==> src/rtl/mult_div_unit.sv <==
// rtl/mult_div_unit.sv - iterative MULT/MULTU/DIV/DIVU unit owning HI/LO
//
// Purpose: executes signed/unsigned 32x32 multiply and divide one bit per
// cycle (shift-add / restoring division) on operand magnitudes, applies sign
// correction in a single FIXUP cycle, and owns the architectural HI/LO
// registers, which also accept MTHI/MTLO writes while idle.
//
// Ports:
//   clock       in   1      rising-edge clock
//   reset       in   1      asynchronous active-high reset
//   start       in   1      begin operation (sampled in IDLE only)
//   operation   in   2      00 MULT, 01 MULTU, 10 DIV, 11 DIVU
//   operand_a   in   WIDTH  multiplicand / dividend
//   operand_b   in   WIDTH  multiplier / divisor
//   write_hi    in   1      MTHI strobe (IDLE only)
//   write_lo    in   1      MTLO strobe (IDLE only)
//   write_data  in   WIDTH  MTHI/MTLO data
//   busy        out  1      ITERATE or FIXUP
//   done        out  1      one-cycle pulse, hi/lo hold the new result
//   hi          out  WIDTH  HI register (product upper / remainder)
//   lo          out  WIDTH  LO register (product lower / quotient)

module mult_div_unit #(
  parameter int WIDTH      = 32,
  parameter int COUNT_BITS = 5
) (
  input  logic               clock,
  input  logic               reset,
  input  logic               start,
  input  logic [1:0]         operation,
  input  logic [WIDTH-1:0]   operand_a,
  input  logic [WIDTH-1:0]   operand_b,
  input  logic               write_hi,
  input  logic               write_lo,
  input  logic [WIDTH-1:0]   write_data,
  output logic               busy,
  output logic               done,
  output logic [WIDTH-1:0]   hi,
  output logic [WIDTH-1:0]   lo
);

  localparam logic [1:0] S_IDLE    = 2'd0;
  localparam logic [1:0] S_ITERATE = 2'd1;
  localparam logic [1:0] S_FIXUP   = 2'd2;
  localparam logic [1:0] S_DONE    = 2'd3;

  logic [1:0]            r_state;
  logic [COUNT_BITS-1:0] r_count;
  logic                  r_is_div;
  logic                  r_neg_res;   // product / quotient must be negated
  logic                  r_neg_rem;   // remainder takes the dividend's sign
  logic [WIDTH-1:0]      r_upper;     // product upper half / partial remainder
  logic [WIDTH-1:0]      r_lower;     // multiplier being consumed / dividend becoming quotient
  logic [WIDTH-1:0]      r_mcand;     // multiplicand or divisor magnitude
  logic [WIDTH-1:0]      r_hi;
  logic [WIDTH-1:0]      r_lo;

  logic                  w_signed_op;
  logic [WIDTH-1:0]      w_abs_a;
  logic [WIDTH-1:0]      w_abs_b;
  logic [WIDTH:0]        w_mul_sum;
  logic [WIDTH:0]        w_rem_shift;
  logic                  w_rem_ge;
  logic [WIDTH-1:0]      w_next_upper;
  logic [WIDTH-1:0]      w_next_lower;
  logic [2*WIDTH-1:0]    w_product;
  logic [WIDTH-1:0]      w_quot_fix;
  logic [WIDTH-1:0]      w_rem_fix;

  // operation[0] = 1 selects the unsigned variant
  assign w_signed_op = ~operation[0];
  assign w_abs_a     = (w_signed_op && operand_a[WIDTH-1]) ? (~operand_a + 1'b1) : operand_a;
  assign w_abs_b     = (w_signed_op && operand_b[WIDTH-1]) ? (~operand_b + 1'b1) : operand_b;

  always_comb begin
    w_mul_sum    = '0;
    w_rem_shift  = '0;
    w_rem_ge     = 1'b0;
    w_next_upper = r_upper;
    w_next_lower = r_lower;
    if (r_is_div) begin
      // Remainder can reach WIDTH+1 bits after the shift, so compare wide.
      w_rem_shift = {r_upper, r_lower[WIDTH-1]};
      w_rem_ge    = (w_rem_shift >= {1'b0, r_mcand});
      if (w_rem_ge) begin
        w_next_upper = WIDTH'(w_rem_shift - {1'b0, r_mcand});
      end else begin
        w_next_upper = w_rem_shift[WIDTH-1:0];
      end
      w_next_lower = {r_lower[WIDTH-2:0], w_rem_ge};
    end else begin
      // Add carry is shifted back into the accumulator's top bit.
      w_mul_sum    = {1'b0, r_upper} + (r_lower[0] ? {1'b0, r_mcand} : '0);
      w_next_upper = w_mul_sum[WIDTH:1];
      w_next_lower = {w_mul_sum[0], r_lower[WIDTH-1:1]};
    end
  end

  assign w_product  = r_neg_res ? (~{r_upper, r_lower} + 1'b1) : {r_upper, r_lower};
  assign w_quot_fix = r_neg_res ? (~r_lower + 1'b1) : r_lower;
  assign w_rem_fix  = r_neg_rem ? (~r_upper + 1'b1) : r_upper;

  always_ff @(posedge clock or posedge reset) begin
    if (reset) begin
      r_state   <= S_IDLE;
      r_count   <= '0;
      r_is_div  <= 1'b0;
      r_neg_res <= 1'b0;
      r_neg_rem <= 1'b0;
      r_upper   <= '0;
      r_lower   <= '0;
      r_mcand   <= '0;
      r_hi      <= '0;
      r_lo      <= '0;
    end else begin
      case (r_state)
        S_IDLE: begin
          if (start) begin
            r_state   <= S_ITERATE;
            r_count   <= '0;
            r_is_div  <= operation[1];
            r_neg_res <= w_signed_op && (operand_a[WIDTH-1] ^ operand_b[WIDTH-1]);
            r_neg_rem <= w_signed_op && operand_a[WIDTH-1];
            r_upper   <= '0;
            r_lower   <= operation[1] ? w_abs_a : w_abs_b;
            r_mcand   <= operation[1] ? w_abs_b : w_abs_a;
          end else begin
            // MTHI/MTLO only land here; start in the same cycle drops them.
            if (write_hi) r_hi <= write_data;
            if (write_lo) r_lo <= write_data;
          end
        end
        S_ITERATE: begin
          r_upper <= w_next_upper;
          r_lower <= w_next_lower;
          r_count <= r_count + 1'b1;
          if (r_count == {COUNT_BITS{1'b1}}) begin
            r_state <= S_FIXUP;
          end
        end
        S_FIXUP: begin
          if (r_is_div) begin
            r_hi <= w_rem_fix;
            r_lo <= w_quot_fix;
          end else begin
            r_hi <= w_product[2*WIDTH-1:WIDTH];
            r_lo <= w_product[WIDTH-1:0];
          end
          r_state <= S_DONE;
        end
        default: begin
          r_state <= S_IDLE;
        end
      endcase
    end
  end

  assign busy = (r_state == S_ITERATE) || (r_state == S_FIXUP);
  assign done = (r_state == S_DONE);
  assign hi   = r_hi;
  assign lo   = r_lo;

endmodule

==> config.mk <==
export PLATFORM = sky130hd
export DESIGN_NAME = mult_div_unit
export DESIGN_NICKNAME = d
export VERILOG_FILES = /design/src/rtl/mult_div_unit.sv
export SDC_FILE = /design/constraint.sdc
export NUM_CORES = 1
export LEC_CHECK = 0
export ABC_CLOCK_PERIOD_IN_PS = 11400
export BUFFER_PORTS_ARGS = -buffer_cell sky130_fd_sc_hd__buf_4
export CAP_MARGIN = 20
export CORE_MARGIN = 1.5
export CORE_UTILIZATION = 65
export CTS_CLUSTER_DIAMETER = 80
export DETAILED_ROUTE_END_ITERATION = 10
export MAX_ROUTING_LAYER = met4
export PLACE_DENSITY = 0.91
export SETUP_SLACK_MARGIN = 0.5
export SLEW_MARGIN = 15
export SYNTH_ARGS = -nofsm -noshare
export SYNTH_HDL_FRONTEND = slang
export SYNTH_SLANG_ARGS = --single-unit
==> constraint.sdc <==
create_clock -name clock -period 11.4 [get_ports clock]
set_input_delay 2.85 -clock clock [delete_from_list [all_inputs] [get_ports clock]]
set_output_delay 2.85 -clock clock [all_outputs]
set_load 0.03 [all_outputs]
# Yosys cells after proc, flatten, opt, wreduce, memory -nomap -nowiden
# Index checks and enable logic that the tools add are counted.
# Widths: inputs -> output; s select.
# totals
ff_bits	170
input_bits	103
output_inout_bits	66
word_cells	75
# classes
addsub	8
n_lt_le_gt_ge	1
eq_ne	9
n_mux	28
bitwise	7
reduce_logical	12
# ops
cell	count
$mux 32	18
$pmux 32 s2	4
$add 32x1->32 const B	4
$not 32->32	4
$add 64x1->64 const B	1
$mux 64	1
$not 64->64	1
$add 32x32->33	1
$ge 33x32->1	1
$sub 32x32->32	1
$ne 2x2->1 const B	5
$pmux 5 s2	1
$pmux 2 s3	1
$reduce_and 2->1	3
$reduce_and 3->1	2
$add 5x1->5 const B	1
$eq 5x5->1 const B	1
$mux 5	1
$eq 2x2->1 const B	2
$mux 2	2
$reduce_bool 2->1	2
$logic_and 1x1->1	3
$eq 2x1->1 const B	1
$logic_not 2->1	1
3 further kinds	3

# Longest topological paths before layout
# Gate-level depths: netlist (run 1).
# depth
depth_word	6
mapped_depth	14
mapped_depth_nobuf	13

# Least setup slack after synthesis (run 1)
# No wires, ideal clock.
# synth_timing
path_type	input-to-reg
startpoint	in operand_a[4]
endpoint	reg r_lower[21]
t_arrival_ns	4.907
t_required_ns	11.263
path_slack_ns	6.356
stages	9
path_buffers	0
cell_sequence	or4_1 -> nor4_2 -> and2_1 -> nand2_1 -> o31ai_1 -> xnor2_1 -> or2_2 -> a22oi_1 -> a21oi_1
# synth_via
elab_chain_cells	6
# synth_rtl
element	line_no	text
start: declaration	31	input logic [WIDTH-1:0] operand_a,
$not 32->32	72	assign w_abs_a = (w_signed_op && operand_a[WIDTH-1]) ? (~operand_a + 1'b1) : operand_a;
$add 32x1->32	72	
$mux 32	72	
$mux 32	125	r_lower <= operation[1] ? w_abs_a : w_abs_b;
$mux 32	118	if (start) begin
$pmux 32 s2	116	case (r_state)
end signal: assignment	125	
end signal: assignment	135	r_lower <= w_next_lower;
end: declaration	53	logic [WIDTH-1:0] r_lower;
# No other way between the ends. The select of a mux whose other input is x is not followed.
# A chain may end at the register's enable or synchronous reset.

# Final worst setup path (run 1)
# layout_timing
startpoint	in operand_b[1]
endpoint	reg r_lower[23]
# layout_via
elab_chain_cells	6
# layout_rtl
element	line_no	text
start: declaration	32	input logic [WIDTH-1:0] operand_b,
$not 32->32	73	assign w_abs_b = (w_signed_op && operand_b[WIDTH-1]) ? (~operand_b + 1'b1) : operand_b;
$add 32x1->32	73	
$mux 32	73	
$mux 32	125	
$mux 32	118	
$pmux 32 s2	116	
# No other way between the ends. The select of a mux whose other input is x is not followed.

==> results.cfg, run 1 <==
[yosys]
ys_seq_area_share_pct = 28.2
synth_edf_count = 0
synth_area_um2 = 15100
yosysTopAreaCell = dfrtp_1
synth-seq-cells = 170
ys_warn_count = 0
syn_area_per_cell_um2 = 7.88
ys_top_cells_by_area = dfrtp_1 (28%), ha_1 (6.1%), a21oi_1 (6.0%)
synth_nets = 2097
syn_inst = 1918
ys.flop_type = dfrtp_1
async_flop_share_pct = 100
ys_types = 81
netlist.area_leader.share_pct = 28.2

[layout]
drive_gt1_share_pct = 14.4
finalInstanceArea_um2 = 17100
most-common-layout-cells = nor2_1 (207), nand2_1 (184), buf_4 (184)
area_growth_pct = 12.9
layout_commonest_cell = nor2_1
diodes = 0
fillers = 1722
nNetsFinal = 2188

[global_routing]
antenna_found_initial = 0
grt_util_all_layers_pct = 42.9
grt_pass1_vias = 14200
grt_overflow = 0
grt_max_degree = 108
grt_pass1_wl_um = 78200

[worst_setup_path]
cp-end-kind = register
required_ns = 11.74
startpoint_type = primary input
critical_path.slowest_cell = nor3_1
reg2reg_from = r_lower[0]
crit_arrival_ns = 5.46
critPathMaxFanout = 6
slowest_delay_ns = 0.58
worstPathCellList = buf_4 > nor3_1 > nand4b_1 > nor4bb_1 > and2_1 > nor2_1 > xnor2_1 > mux2i_1 > a221o_1
rrSetupSlack_ns = 7.06
r2r-end = r_upper[31]
crit_type = in -> reg
reg2reg_depth = 14

[clock_network]
cts_max_path_buffers = 2
cts_tree = yes
cts_made_buffers = 17
cts_hold_buf = 0
clk_latency_ns = 0.45
cts_post_setup_buffers_inserted = 0
cts-resized-gates = 0
cts-root-buf = clkbuf_16
htreeDepth = 4
cts_sinks = 170
clk_pin_slew_ns = 0.09

[place]
hpwl_um = 38300
post-place-ws_ns = 5.87
port_buffers = 168
place.gp.congestion = 0.993
place_area_um2 = 16400

[sta]
period_share_pct = 44.9
rsz0062_at_grt = no
setup_tns_ns = 0
fmax_mhz = 195
fin_skew_ns = 0.0210
whs_ns = 0.473
finalHoldViolations = 0
min_period_ns = 5.12
maxSlewViolCount = 0
worst_slack_ns = 6.28
tightest_slew_ns = 0.983
finalSetupViolations = 0
max_slew_margin_pct = 34.5

[status]
status = finished clean

[routing]
antenna_left = 0
drtIter0Drc = 1998
first_pass_iters = 6
drc = 0
wl_um = 50900
post_drt_via_cell_ratio = 6.74
num_vias = 15500
wl_per_cell_um = 22.1

[run]
maxCapViolations = 0

[min_path]
hp-class = reg -> reg
min_to = r_mcand[20]
hp-start = r_mcand[20]
whs_path_depth = 2

[power]
power_w = 0.00544
leakagePower_nw = 7.80
power_density_nw_per_um2 = 319
power_frac_seq_pct = 22.8
p_clk_share_pct = 11.6
switchingPower_w = 0.00292
p_int_w = 0.00252
irDropWorstVdd_uv = 403
p_sw_share_pct = 53.6
comb_power_share_pct = 65.7

[die]
core-area_um2 = 22700
chipWidth_um = 155
die_h_um = 155
io_pins = 169
row_count = 55
die_area_um2 = 24200
start_util_pct = 66.5
## flip-flops by register name, summed over array words and instances (netlist names)
| register | cells |
|---|---|
| r_count | 5 |
| r_lower | 32 |
| r_state | 2 |
| r_upper | 32 |
| r_is_div | 1 |
| hi | 32 |
| lo | 32 |
| r_neg_res | 1 |
| r_mcand | 32 |
| r_neg_rem | 1 |
## critical path, delay by kind of cell
family / cells / cell delay [ns]
simple gates: 5 / 1.75
compound gates: 1 / 0.36
xor+xnor: 1 / 0.25
mux: 1 / 0.12
buf+inv: 1 / 0.11
## power groups by stage
stage          Combinational [W]  Sequential, W  Clock, W
2_1_floorplan            0.00241        0.00129         0
3_3_place_gp             0.00339        0.00121         0
3_5_place_dp             0.00346        0.00122         0
4_1_cts                  0.00349        0.00121  0.000624
5_1_grt                  0.00386        0.00126  0.000647
6_report                 0.00357        0.00124  0.000629
## layout make-up
cell class	instances	area [um2]	area share (%)
multi-input combinational	1567	10100	59.4
tap	285	357	2.09
clock inverter	15	211	1.24
sequential	170	4260	24.9
clock buffer	17	425	2.49
inverter	67	256	1.50
timing repair buffer	186	1420	8.33
## through the flow
step	cells	utilization [%]
final	2307	75.1
after global routing	2307	75.1
after CTS	2305	74.9
after detailed placement	2273	72.1
after global placement	2273	72.1
after floorplan	1918	-
## cells by family after synthesis
group                    share of synthesized area [%]
XOR/XNOR                                          9.62
buffers and inverters                             5.13
multiplexers                                      4.80
flip-flops                                        28.2
AO/OA/AOI/OAI                                     26.2
AND/OR/NAND/NOR                                   19.6
adder cells (fa/ha/maj)                           6.39
## how the worst max path moves through the flow
| stage | from | endpoint | slack (ns) | depth (start not counted) |
|---|---|---|---|---|
| floorplan | reset | hi[0] | 3.95 | 1 |
| global placement | operand_a[4] | r_lower[28] | 6.01 | 10 |
| detailed placement | operand_b[1] | r_lower[23] | 5.87 | 9 |
| CTS | operand_b[1] | r_lower[23] | 6.35 | 9 |
| global route | operand_b[4] | r_lower[30] | 6.09 | 10 |
| finish | operand_b[1] | r_lower[23] | 6.28 | 9 |
## synth_stat cells (17+ instances only)
cell type / n
nor2_1: 208
nand2_1: 185
a21oi_1: 182
o21ai_0: 181
dfrtp_1: 170
xnor2_1: 90
clkbuf_1: 88
xor2_1: 76
ha_1: 74
inv_1: 67
a211oi_1: 57
a21o_1: 55
mux2i_1: 42
nor3_1: 41
nand3_1: 39
mux2_2: 27
nor2b_1: 27
o31ai_1: 21
nand2b_1: 17
## metal layers
metal  vias up  share of wire (%)  global-route usage (%)
li1       7102                  -                       -
met4         0                5.3                    22.2
met1      7261                 40                    56.9
met5         -                  0                       -
met2      1005                 44                    63.7
met3       170                 11                    6.60
No activity file was read; power rests on OpenSTA's default activity.
==> run 2: changes to the inputs <==
Settings changed: ABC_CLOCK_PERIOD_IN_PS 11400 to 4200, CORE_UTILIZATION 65 to 55, PLACE_DENSITY 0.91 to 0.83.
Clock period 11.4 ns to 4.2 ns, I/O delays scaled along.
==> run 2 against run 1 <==
  * Worst hold slack better by 0.0048 ns
  * Die area up 18%
  * Critical endpoint is now r_upper[31]
  * Design area up 2.1%
  * Critical path depth up 5
  * Non-clock buffer count up 35
  * Combinational power rose to 2.9 times the previous value
  * Count of clock-buffer cells in the layout unchanged
  * Register-to-register slack worse by 6.4 ns
  * Total power rose to 2.8 times the previous value
  * Global-route usage down 5.9 points
==> results.cfg, run 2 (synthesis gave the netlist of run 1 again) <==
[global_routing]
grt_util_all_layers_pct = 37.1
grt_overflow = 0
grt_pass1_wl_um = 79500
grt_max_degree = 94
antenna_found_initial = 0
grt_pass1_vias = 13900

[worst_setup_path]
startpoint_type = register
crit_arrival_ns = 3.89
crit_type = reg -> reg
cp-end-kind = register
required_ns = 4.54
critPathMaxFanout = 23

[sta]
maxSlewViolCount = 0
setup_tns_ns = 0
fmax_mhz = 282
min_period_ns = 3.55
whs_ns = 0.478
max_slew_margin_pct = 29.6
period_share_pct = 84.5
finalSetupViolations = 0
rsz0062_at_grt = no
fin_skew_ns = 0.0187
tightest_slew_ns = 1.06
finalHoldViolations = 0

[layout]
drive_gt1_share_pct = 16.0
diodes = 0
finalInstanceArea_um2 = 17400
area_growth_pct = 15.3
layoutNonFillerInstCount = 2398
most-common-layout-cells = buf_4 (217), nor2_1 (207), nand2_1 (184)
nNetsFinal = 2223
layout_commonest_cell = buf_4

[die]
start_util_pct = 56.0
row_count = 60
die_h_um = 169
chipWidth_um = 169
io_pins = 169
die_area_um2 = 28500
core-area_um2 = 27000

[routing]
wl_um = 51700
drc = 0
first_pass_iters = 6
drtIter0Drc = 2064
wl_per_cell_um = 21.6
num_vias = 15300
post_drt_via_cell_ratio = 6.39
antenna_left = 0

[clock_network]
clk_latency_ns = 0.45
cts-root-buf = clkbuf_16
htreeDepth = 4
cts_sinks = 170
cts_tree = yes
cts_made_buffers = 17
cts_max_path_buffers = 2
clk_pin_slew_ns = 0.08
cts_hold_buf = 0

[power]
power_w = 0.0151
irDropWorstVdd_uv = 350
power_density_nw_per_um2 = 865
leakagePower_nw = 7.96

[place]
place_area_um2 = 16700
dp.cells = 2357
place.gp.congestion = 0.991
port_buffers = 168
hpwl_um = 40200

[min_path]
hp-class = reg -> reg

[status]
status = finished clean

[run]
maxCapViolations = 0
==> run 2: changes by cell type in the layout (fill, tap and decap cells not counted), sizes merged <==
cell | previous run | this run
clkinvlp | 0 | 4
buf | 186 | 221
clkinv | 9 | 5
==> run 2: repair_timing <==
item | 4_1_cts | 5_1_grt
setup buffers | 2 | 6
hold endpoints to repair | 0 | 0
resized for setup | 2 | 7
endpoints found under the setup margin | 4 | 17
pin swaps | 0 | 2
==> run 2: final timing paths <==
| check | start | to | slack, ns | depth (start not counted) |
|---|---|---|---|---|
| setup / recovery | r_lower[0] | r_upper[31] | 0.65 | 14 |
| hold / removal | r_mcand[20] | r_mcand[20] | 0.48 | 2 |
| setup reg to reg | r_lower[0] | r_upper[31] | 0.65 | 14 |
| hold reg to reg | r_mcand[20] | r_mcand[20] | 0.48 | 2 |
| max in group asynchronous | reset | r_upper[14] | 2.73 | 3 |
| min in group asynchronous | reset | lo[17] | 0.57 | 2 |
==> run 2: layout make-up <==
type / instances / area [um2]
Clock buffer: 17 / 425
Clock inverter: 15 / 174
Fill cell: 2326 / 9540
Inverter: 67 / 259
Multi-Input combinational cell: 1567 / 10200
Sequential cell: 170 / 4260
Tap cell: 341 / 427
Timing Repair Buffer: 221 / 1720
==> run 2: through the flow <==
stage               util [%]  setup slack (ns)
floorplan                  -             0.822
global placement        61.9             0.552
detailed placement      61.9             0.299
CTS                     64.2             0.504
global route            64.6             0.507
finish                  64.6             0.650
==> run 2: critical path: stages, from the launching register on <==
cell	delay, ns
dfrtp_2	0.47
clkinvlp_4	0.15
buf_4	0.29
nor2_1	0.10
ha_1	0.22
a21o_1	0.17
a211o_1	0.33
a2111oi_2	0.32
nor3_1	0.12
a2111oi_2	0.33
buf_4	0.18
nor2_1	0.07
a21oi_1	0.26
o21ai_0	0.15
a32o_1	0.27
==> run 2: power breakdown <==
part           leakage [nW]  switching, W  internal, W
clock network         0.287      0.000822     0.000808
logic                  5.57       0.00630      0.00388
registers              2.11      0.000880      0.00238
==> run 2: layer usage <==
| layer | routed length [um] | global-route usage [%] |
|---|---|---|
| met2 | 22600 | 55.6 |
| met5 | 0 | - |
| met1 | 21900 | 51.1 |
| met4 | 1730 | 13.0 |
| met3 | 5460 | 5.42 |
